--- config.mk ---
export PLATFORM = sky130hd
export DESIGN_NAME = idli_trace_m
export DESIGN_NICKNAME = d
export VERILOG_FILES = /design/src/rtl/idli_trace_m.sv
export SDC_FILE = /design/constraint.sdc
export NUM_CORES = 1
export LEC_CHECK = 0
export CORE_MARGIN = 2
export CORE_UTILIZATION = 35
export CTS_BUF_LIST = sky130_fd_sc_hd__clkbuf_4 sky130_fd_sc_hd__clkbuf_8
export DETAILED_ROUTE_END_ITERATION = 10
export PLACE_DENSITY = 0.5
export SYNTH_ARGS = -nofsm -noshare
export SYNTH_HDL_FRONTEND = slang
export SYNTH_SLANG_ARGS = --single-unit
export TNS_END_PERCENT = 10
--- constraint.sdc ---
create_clock -name gck -period 6.5 [get_ports gck]
set_input_delay 0.65 -clock gck [delete_from_list [all_inputs] [get_ports gck]]
set_output_delay 0.65 -clock gck [all_outputs]
set_load 0.01 [all_outputs]
--- src/rtl/idli_trace_m.sv ---
// idli_trace_m: instruction-trace capture unit for the idli core.
// Reassembles the nibble-serial PC seen by the execution unit. On each retire
// it forms a {seq, skip, pc} record and pushes the record into a small FIFO.
// A debug host drains the FIFO over a valid/ready port. Capture can be held
// off until a PC match trigger fires. When the FIFO is full, it either stops
// or overwrites the oldest record.
module idli_trace_m #(
    parameter int PC_W      = 16,
    parameter int SLICE_W   = 4,
    parameter int PC_OFFSET = 1,
    parameter int SEQ_W     = 8,
    parameter int DEPTH     = 8
) (
    input  logic                         gck,
    input  logic                         rst_n,
    input  logic                         i_ex_en,
    input  logic [SLICE_W-1:0]           i_pc_slice,
    input  logic                         i_instr_done,
    input  logic                         i_instr_skip,
    input  logic                         i_wrap,
    input  logic                         i_trig_en,
    input  logic [PC_W-1:0]              i_trig_pc,
    input  logic                         i_clr,
    output logic                         o_valid,
    input  logic                         i_ready,
    output logic [SEQ_W+PC_W:0]          o_rec,
    output logic [$clog2(DEPTH+1)-1:0]   o_count,
    output logic                         o_overflow,
    output logic                         o_triggered
);

    localparam int REC_W = SEQ_W + 1 + PC_W;
    localparam int PTR_W = $clog2(DEPTH);
    localparam int CNT_W = $clog2(DEPTH + 1);

    // ------------------------------------------------------------------
    // State
    // ------------------------------------------------------------------
    logic [PC_W-1:0]  pc_q,     pc_d;
    logic [SEQ_W-1:0] seq_q,    seq_d;
    logic             trig_q,   trig_d;
    logic             ovf_q,    ovf_d;
    logic [PTR_W-1:0] wr_ptr_q, wr_ptr_d;
    logic [PTR_W-1:0] rd_ptr_q, rd_ptr_d;
    logic [CNT_W-1:0] count_q,  count_d;
    logic [REC_W-1:0] mem_q [DEPTH];

    // ------------------------------------------------------------------
    // Datapath: PC assembly, retire qualification, trigger
    // ------------------------------------------------------------------
    logic [PC_W-1:0]  pc_shift;
    logic [PC_W-1:0]  rec_pc;
    logic [REC_W-1:0] rec_d;
    logic             retire;
    logic             match;
    logic             triggered;
    logic             capture;
    logic             full;
    logic             pop;
    logic             mem_we;
    logic             rd_adv;

    // A new slice enters at the top. Older slices move toward the LSB, so
    // after PC_W/SLICE_W enabled cycles the whole PC has been assembled.
    // A shift is used instead of a part-select so that SLICE_W == PC_W
    // also works.
    assign pc_shift = (pc_q >> SLICE_W) | (PC_W'(i_pc_slice) << (PC_W - SLICE_W));

    // The execution unit sees the PC one step ahead of the retiring
    // instruction. The offset is removed here, and the result wraps
    // modulo 2^PC_W.
    assign rec_pc    = pc_shift - PC_W'(PC_OFFSET);

    // Cycles in which the core clock is gated off are ignored.
    assign retire    = i_instr_done && i_ex_en;
    assign match     = retire && (rec_pc == i_trig_pc);
    assign triggered = trig_q || !i_trig_en;

    // The instruction that fires the trigger is itself captured.
    assign capture   = retire && (triggered || match);

    assign rec_d     = {seq_q, i_instr_skip, rec_pc};
    assign full      = (count_q == CNT_W'(DEPTH));
    assign pop       = o_valid && i_ready;

    // PC and sequence next-state. i_clr does not affect either of them.
    always_comb begin
        // NOTE: every variable that always_comb writes gets a default
        // first. Otherwise a path that does not assign it infers a latch.
        pc_d  = pc_q;
        seq_d = seq_q;
        if (i_ex_en) begin
            pc_d = pc_shift;
        end
        if (retire) begin
            seq_d = seq_q + SEQ_W'(1);
        end
    end

    // FIFO control, overflow flag and trigger next-state. i_clr wins.
    always_comb begin
        wr_ptr_d = wr_ptr_q;
        rd_ptr_d = rd_ptr_q;
        count_d  = count_q;
        ovf_d    = ovf_q;
        trig_d   = trig_q;
        mem_we   = 1'b0;
        rd_adv   = 1'b0;
        if (i_clr) begin
            wr_ptr_d = '0;
            rd_ptr_d = '0;
            count_d  = '0;
            ovf_d    = 1'b0;
            trig_d   = 1'b0;
        end else begin
            if (match) begin
                trig_d = 1'b1;
            end
            // A write is accepted if there is room. It is also accepted
            // when a pop frees a slot in the same cycle, or in wrap mode,
            // where it overwrites the oldest record.
            mem_we = capture && (!full || pop || i_wrap);
            // In wrap mode with no pop, the head advances past the
            // overwritten entry.
            rd_adv = pop || (capture && full && i_wrap);
            if (capture && full && !pop) begin
                ovf_d = 1'b1;
            end
            if (mem_we) begin
                wr_ptr_d = wr_ptr_q + PTR_W'(1);
            end
            if (rd_adv) begin
                rd_ptr_d = rd_ptr_q + PTR_W'(1);
            end
            if (mem_we && !rd_adv) begin
                count_d = count_q + CNT_W'(1);
            end else if (!mem_we && rd_adv) begin
                count_d = count_q - CNT_W'(1);
            end
        end
    end

    // Control and context registers, asynchronously reset.
    always_ff @(posedge gck or negedge rst_n) begin
        // NOTE: sequential state uses non-blocking assignments. All
        // registers then sample their inputs at the same edge,
        // regardless of the order of the statements.
        if (!rst_n) begin
            pc_q     <= '0;
            seq_q    <= '0;
            trig_q   <= 1'b0;
            ovf_q    <= 1'b0;
            wr_ptr_q <= '0;
            rd_ptr_q <= '0;
            count_q  <= '0;
        end else begin
            pc_q     <= pc_d;
            seq_q    <= seq_d;
            trig_q   <= trig_d;
            ovf_q    <= ovf_d;
            wr_ptr_q <= wr_ptr_d;
            rd_ptr_q <= rd_ptr_d;
            count_q  <= count_d;
        end
    end

    // Record storage, written at the tail.
    always_ff @(posedge gck) begin
        // NOTE: the storage array is deliberately not reset. Its contents
        // are only observed when count_q says an entry is valid, and
        // leaving out the reset lets the array map onto plain storage
        // cells.
        if (mem_we) begin
            mem_q[wr_ptr_q] <= rec_d;
        end
    end

    // ------------------------------------------------------------------
    // Outputs: all outputs come from registers. No combinational path
    // leads from the PC slice to an output.
    // ------------------------------------------------------------------
    assign o_valid     = (count_q != '0);
    assign o_rec       = mem_q[rd_ptr_q];
    assign o_count     = count_q;
    assign o_overflow  = ovf_q;
    assign o_triggered = triggered;

endmodule

==> results.txt, run 1 <==
----------------------------------------------------
[Outcome]
  Outcome ... complete, no violations

[Logic synthesis]
  Post-synthesis sequential area ratio ... 0.683
  Leading cell types by total area after synthesis ... sky130_fd_sc_hd__edfxtp_1 60%, sky130_fd_sc_hd__mux4_2 11%, sky130_fd_sc_hd__dfrtp_1 8.0%
  Number of warnings reported in the yosys synthesis log ... 0
  Yosys top cell by area ... sky130_fd_sc_hd__edfxtp_1
  Simple-Gate Fraction of Synth Area ... 0.0663
  Top_reg_cell synth ... sky130_fd_sc_hd__edfxtp_1
  Proportion of netlist area held by the largest area contributor ... 0.603
  Post-Synthesis Cells ... about 560
  Xor and xnor fraction of the mapped netlist area ... 0.0344
  Adder-cell share of the synthesized area ... 0.00954
  Main combinational cell family by area after synthesis ... multiplexers
  Fraction of synthesized area in multiplexers ... 0.167
  Average footprint of a synthesized cell ... 17.8 sq um
  #FFs+latches synth ... roughly 230
  Number of enable flip-flop cells after synthesis ... 200
  Fraction of synthesis flops using an asynchronous set or reset pin ... 0.138
  Cell area after synthesis ... ~0.01 sq mm
  Distinct cells, synth ... 55
  Syn nets ... ~600
  Post-synthesis compound-gate area fraction ... 0.0219

[Clock network]
  H-tree depth ... 2
  TritonCTS clock tree ... built
  Maximum buffer depth of the clock tree ... 3
  Clock transition time at the flip-flop clock pins of the worst setup and hold paths ... 0.06 ns
  Clock tree sinks ... 232
  Clock insertion delay at the later pin of the skew report ... 0.54 ns
  Post_cts resized ... 0
  Number of post-CTS setup repair buffers ... 0
  Count of hold-fix buffers inserted at cts ... 0
  Number of buffers inserted during clock tree synthesis ... 40
  Clk root buf ... sky130_fd_sc_hd__clkbuf_8

[Placement]
  Worst slack at placement ... 1.25 ns
  DPL Wire Length ... between 10 and 15 mm
  Final Wtd Congestion ... approximately 0.85
  Number of placed instances with taps included ... approximately 980
  PortBufs ... 60
  Area after detailed placement ... 0.0110 sq mm

[Routing]
  Avg Vias per Cell ... around 5
  Detailed Route Iter0 Violations ... approximately 300
  Number of optimization iterations in the first detailed-route pass ... 6
  Residual antenna-violating net count after detailed routing ... 0
  DR vias ... ~5,300
  Drt wl/cell ... ~21 um
  DRC violation count after routing ... 0
  WL final ... about 22 mm

[Global routing]
  First-pass GRT wire length ... between 30 and 40 mm
  Maximum number of pins on one net before global-route repair ... 36
  Congestion Overflow GR ... 0
  Number of antenna violations at the first check in global routing ... 0
  Number of global-route vias before repair ... roughly 5,700
  Total global routing track utilization ... 0.149

[Critical path]
  Kind of start point of the critical path ... flop
  Buffering stage count on the worst path with inverters included ... 2
  Critical-path cell list ... inv_1, ha_1, or4b_1, nor4_1, xnor3_1, a21boi_0, nand4_2, o21ai_2, nand2_1, nor3_2, buf_4
  Worst endpoint data arrival time ... between 5 and 6 ns
  CP max stage delay ... 0.95 ns
  CP required ... around 6.7 ns
  Nature of the critical path endpoint ... flop
  Kind of critical path ... reg -> reg
  Maximum fanout along the worst path ... 15
  Critical path's slowest cell ... sky130_fd_sc_hd__nor3_2
  Top delay family on crit path ... simple AND/OR/NAND/NOR gates

[Layout]
  NumNets Final ... about 680
  Post-Layout Cell Count ... between 1,000 and 1,500
  Layout cells sized above 1 ... 0.283
  Core occupancy in the finished layout ... 0.423
  Antenna Diode Count ... 0
  Finished layout cell area ... between 0.01 and 0.015 sq mm
  Area growth from synthesis to final layout ... 18.7%
  Most frequent cells in the layout ... 200 x sky130_fd_sc_hd__edfxtp_1, 60 x sky130_fd_sc_hd__clkdlybuf4s50_1, 50 x sky130_fd_sc_hd__mux4_2
  Most common library cell in the layout ignoring fill and taps ... sky130_fd_sc_hd__edfxtp_1

[Timing]
  Layout Skew ... between 0.02 and 0.025 ns
  Max-slew violation count ... 0
  Setup TNS ... 0 ns
  Remaining max-slew budget at the tightest pin ... 0.286
  Final Hold Fails ... 0
  Unrepaired setup endpoints after global routing ... false
  Final critical-path share of the clock period ... 0.777
  Shortest clock period the worst path allows after layout ... approximately 5 ns
  Least-Margin Pin Slew ... ~1.1 ns
  Worst hold slack ... around 0.5 ns
  Setup violators final ... 0
  Least setup slack across all paths after layout ... approximately 1.4 ns
  Fmax ... about 0.2 GHz

[Job]
  Number of max-cap violations ... 0

[Min path]
  Min-Delay Path Class ... reg -> reg

[Pwr]
  Max IR drop VDD ... ~0.16 mV
  Power Total ... 3.87 mW
  Cell Pwr Density ... about 330 mW/mm^2
  Leakage power ... between 3 and 4 nW

[Floorplanning]
  Std cell rows ... 61
  Starting Density ... 0.357
  Top-level port count ... ~60
  Placeable core area ... about 0.028 sq mm
  Die ar. ... a little under 0.03 sq mm
  Vertical extent of the die ... around 170 um
  Chip width ... roughly 170 um

----------------------------------------------------
-- cell families after synthesis --
| group | Yosys count |
|---|---|
| flops | 232 |
| simple gates | 114 |
| mux | 97 |
| buf+inv | 40 |
| xor+xnor | 36 |
| compound gates | 33 |
| fa+ha+maj | 7 |
-- cell usage after synthesis, drive strengths merged (2+ instances only) --
master / number
nand3: 13
o31ai: 3
clkbuf: 20
nand2: 18
nor2b: 6
xor2: 15
nand4: 7
a21oi: 8
inv: 9
dfrtp: 32
mux4: 50
edfxtp: 200
ha: 6
mux2: 43
a21boi: 3
nor3: 12
xnor3: 2
nor4: 9
nor2: 21
a21o: 2
or3: 4
xnor2: 19
nand2b: 11
buf: 11
o21ai: 9
or4: 3
mux2i: 4
-- tightest hold or removal path: cells and delay by family (launching register included) --
kind,cells,cell delay [ns]
flops,1,0.34
simple gates,2,0.13
-- state kept, by name (all words and copies together) (netlist names) --
signal and count:
mem_q 200, pc_q 12, seq_q 8, o_count 4, rd_ptr_q 3, wr_ptr_q 3, o_overflow 1, trig_q 1
-- power breakdown --
group          leakage, nW  switching (mW)  internal [mW]
combinational         1.26           0.329          0.386
clock                0.420           0.560          0.732
sequential            2.20           0.134           1.73
-- per-layer routing --
layer / vias to the layer above / share of wire / GRT usage
met5: - / 0 / 0
met4: 0 / 0.022 / 0.0473
met3: 41 / 0.039 / 0.0284
met2: 138 / 0.48 / 0.239
met1: 2752 / 0.46 / 0.205
li1: 2379 / - / -
-- cell type report --
| type | instances | area (sq um) |
|---|---|---|
| fillers | 2549 | 16100 |
| flip-flops and latches | 232 | 6810 |
| multi-input cells | 287 | 3020 |
| clock buffers | 59 | 699 |
| repair buffers | 72 | 691 |
| well taps | 378 | 473 |
| clock inverters | 12 | 90.1 |
| inverters | 9 | 33.8 |
-- path summary, 6_finish.rpt --
check	slack, ns	end	cells after the start	from
min in group asynchronous	0.53	o_count[0]	2	rst_n
setup / recovery	1.45	mem_q[2][17]	11	pc_q[4]
hold / removal	0.51	trig_q	2	trig_q
setup reg to reg	1.45	mem_q[2][17]	11	pc_q[4]
max in group asynchronous	5.63	rd_ptr_q[0]	2	rst_n
hold reg to reg	0.51	trig_q	2	trig_q
Power figures use the tool's default switching activity.
==> run 2: changes to the inputs <==
clock period = 5 ns   (was 6.5 ns; I/O delays follow)
==> results.txt, run 2 (same netlist as run 1, synthesis figures left out) <==
----------------------------------------------------
[Clock network]
  Number of post-CTS setup repair buffers ... 0 (unchanged)
  Clock tree sinks ... 232 (unchanged)
  Number of buffers inserted during clock tree synthesis ... 40 (unchanged)
  Maximum buffer depth of the clock tree ... 3 (unchanged)
  Clock insertion delay at the later pin of the skew report ... 0.53 ns (about the same)
  Count of hold-fix buffers inserted at cts ... 0 (unchanged)
  H-tree depth ... 2 (unchanged)
  Clk root buf ... sky130_fd_sc_hd__clkbuf_8
  TritonCTS clock tree ... built
  Post_cts resized ... 0 (unchanged)
  Clock transition time at the flip-flop clock pins of the worst setup and hold paths ... 0.06 ns (about the same)

[Critical path]
  Top delay family on crit path ... compound AO/OA/AOI/OAI gates
  Kind of critical path ... reg -> reg
  Setup slack on the worst flop-to-flop path ... 0.43 ns (-1.01 ns)
  Kind of start point of the critical path ... flop
  CP max stage delay ... 0.63 ns (-0.32 ns)
  CP required ... 5.43 ns (-1.28 ns)
  Buffering stage count on the worst path with inverters included ... 2 (unchanged)
  Reg2Reg Depth ... 16 (+5)
  Nature of the critical path endpoint ... flop
  Maximum fanout along the worst path ... 10 (-5)
  Critical path's slowest cell ... sky130_fd_sc_hd__or4b_1
  Worst reg2reg endpoint ... o_count[3]
  Worst r2r src ... pc_q[4]
  Critical-path cell list ... inv_1, ha_1, or4b_1, nor4_1, xnor3_1, a21boi_0, nand4_2, o21ai_2, buf_4, o21ai_0, ha_1, a21o_1, a21oi_1, mux2i_1, a21oi_1, a31oi_1
  Worst endpoint data arrival time ... 5.00 ns (-0.26 ns)

[Placement]
  Area after detailed placement ... 0.0111 sq mm (+0.49%)
  DPL Wire Length ... 13.2 mm (-2.7%)
  Final Wtd Congestion ... 0.825 (-3.1%)
  PortBufs ... 60 (unchanged)

[Layout]
  Largest registers ranked by flip-flop count ... mem_q: 200 flops, pc_q: 12 flops, seq_q: 8 flops
  Antenna Diode Count ... 0 (unchanged)
  Number of inserted filler cells in the final layout ... 2,554 (+0.20%)
  Most common library cell in the layout ignoring fill and taps ... sky130_fd_sc_hd__edfxtp_1
  Finished layout cell area ... 0.0119 sq mm (+0.29%)
  Layout cells sized above 1 ... 0.284 (+0.000445)
  Most frequent cells in the layout ... 200 x sky130_fd_sc_hd__edfxtp_1, 60 x sky130_fd_sc_hd__clkdlybuf4s50_1, 50 x sky130_fd_sc_hd__mux4_2
  Area growth from synthesis to final layout ... 19.0%
  Core occupancy in the finished layout ... 0.424 (+0.00121)
  NumNets Final ... 684 (+0.88%)
  Max FFs per register ... 200 (unchanged)
  Register bank with the most flops ... mem_q

[Global routing]
  Met3 track demand over resource in global routing ... 0.0308 (+0.00242)
  Maximum number of pins on one net before global-route repair ... 38 (+5.6%)
  Grt met1 use ... 0.193 (-0.0119)
  Met2 track demand over resource ... 0.240 (+0.000502)
  Total global routing track utilization ... 0.145 (-0.00419)
  Number of antenna violations at the first check in global routing ... 0 (unchanged)
  Highest-utilization routing layer at the global route stage ... met2
  Number of global-route vias before repair ... 5,679 (-0.23%)
  First-pass GRT wire length ... 32.9 mm (-3.2%)
  Congestion Overflow GR ... 0 (unchanged)

[Routing]
  Detailed Route Iter0 Violations ... 309 (+2.3%)
  Avg Vias per Cell ... 4.98 (-1.5%)
  DRC violation count after routing ... 0 (unchanged)
  Drt wl/cell ... 20.3 um (-3.1%)
  Number of optimization iterations in the first detailed-route pass ... 4 (-2)
  WL final ... 21.5 mm (-2.5%)
  Residual antenna-violating net count after detailed routing ... 0 (unchanged)
  DR vias ... 5,258 (-0.98%)

[Timing]
  Final Hold Fails ... 0 (unchanged)
  Layout Skew ... 0.0199 ns (-0.00241 ns)
  Worst hold slack ... 0.380 ns (-0.129 ns)
  Fmax ... 0.219 GHz (+11%)
  Setup violators final ... 0 (unchanged)
  Unrepaired setup endpoints after global routing ... false
  Shortest clock period the worst path allows after layout ... 4.57 ns (-0.485 ns)
  Max-slew violation count ... 0 (unchanged)
  Least-Margin Pin Slew ... 0.964 ns (-0.101 ns)
  Remaining max-slew budget at the tightest pin ... 0.357 (+0.0715)
  Final critical-path share of the clock period ... 0.913 (+0.136)

[Floorplanning]
  Top-level port count ... 61 (unchanged)
  Std cell rows ... 61 (unchanged)
  Vertical extent of the die ... 173 um (unchanged)
  Placeable core area ... 0.0279 sq mm (unchanged)
  Chip width ... 173 um (unchanged)
  Die ar. ... 0.0298 sq mm (unchanged)
  Starting Density ... 0.357 (unchanged)

[Job]
  Number of max-cap violations ... 0 (unchanged)

[Min path]
  Min-Delay Path Class ... in -> async

[Pwr]
  Max IR drop VDD ... 0.177 mV (+12%)
  Leakage power ... 3.89 nW (+0.34%)
  Power Total ... 4.98 mW (+29%)
  Cell Pwr Density ... 420 mW/mm^2 (+28%)

[Outcome]
  Outcome ... complete, no violations

----------------------------------------------------
run 2: cell types whose count changed in the layout (fill, tap and decap cells not counted):
cell,delta
sky130_fd_sc_hd__inv_8,-1
sky130_fd_sc_hd__clkinv_4,+1
sky130_fd_sc_hd__inv_6,-1
sky130_fd_sc_hd__nor4_2,-1
sky130_fd_sc_hd__clkinvlp_4,+1
sky130_fd_sc_hd__clkinv_2,+3
sky130_fd_sc_hd__clkbuf_8,+1
sky130_fd_sc_hd__clkbuf_4,-8
sky130_fd_sc_hd__buf_4,+6
sky130_fd_sc_hd__nor4_4,+1
sky130_fd_sc_hd__clkinv_1,+4
run 2: how the worst max path moves through the flow:
stage                   from           to  cells after the start
3_3_place_gp   i_pc_slice[0]   o_count[3]                     15
5_1_grt              pc_q[4]   o_count[3]                     16
2_1_floorplan        pc_q[4]  mem_q[1][0]                     11
3_5_place_dp         pc_q[4]   o_count[3]                     16
4_1_cts              pc_q[4]   o_count[3]                     16
6_report             pc_q[4]   o_count[3]                     16
run 2: power breakdown:
group / internal, mW / total [mW] / switching, mW
Combinational: 0.510 / 0.898 / 0.388
Sequential: 2.24 / 2.44 / 0.202
Clock: 0.906 / 1.63 / 0.728
Total: 3.66 / 4.98 / 1.32
run 2: layout make-up:
cell class                      instances  area, sq um  area share
Clock buffer                           52          653      0.0551
Clock inverter                         19          116     0.00981
Inverter                                9         33.8     0.00285
Multi-Input combinational cell        287         3030       0.256
Sequential cell                       232         6810       0.575
Tap cell                              378          473      0.0399
Timing Repair Buffer                   78          736      0.0620
run 2: per-stage QoR:
| stage | setup TNS, ns | setup slack (ns) | instances |
|---|---|---|---|
| global placement | 0 | 0.747 | 984 |
| detailed placement | 0 | 0.480 | 984 |
| floorplan | -25.27 | -0.710 | 559 |
| CTS | 0 | 0.436 | 1055 |
| global route | 0 | 0.0830 | 1055 |
| finish | 0 | 0.433 | 1055 |
run 2: routing by layer:
layer / up-vias / wire [um]
met2: 155 / 10500
li1: 2393 / -
met5: - / 0
met4: 0 / 306
met1: 2683 / 9450
met3: 27 / 1200
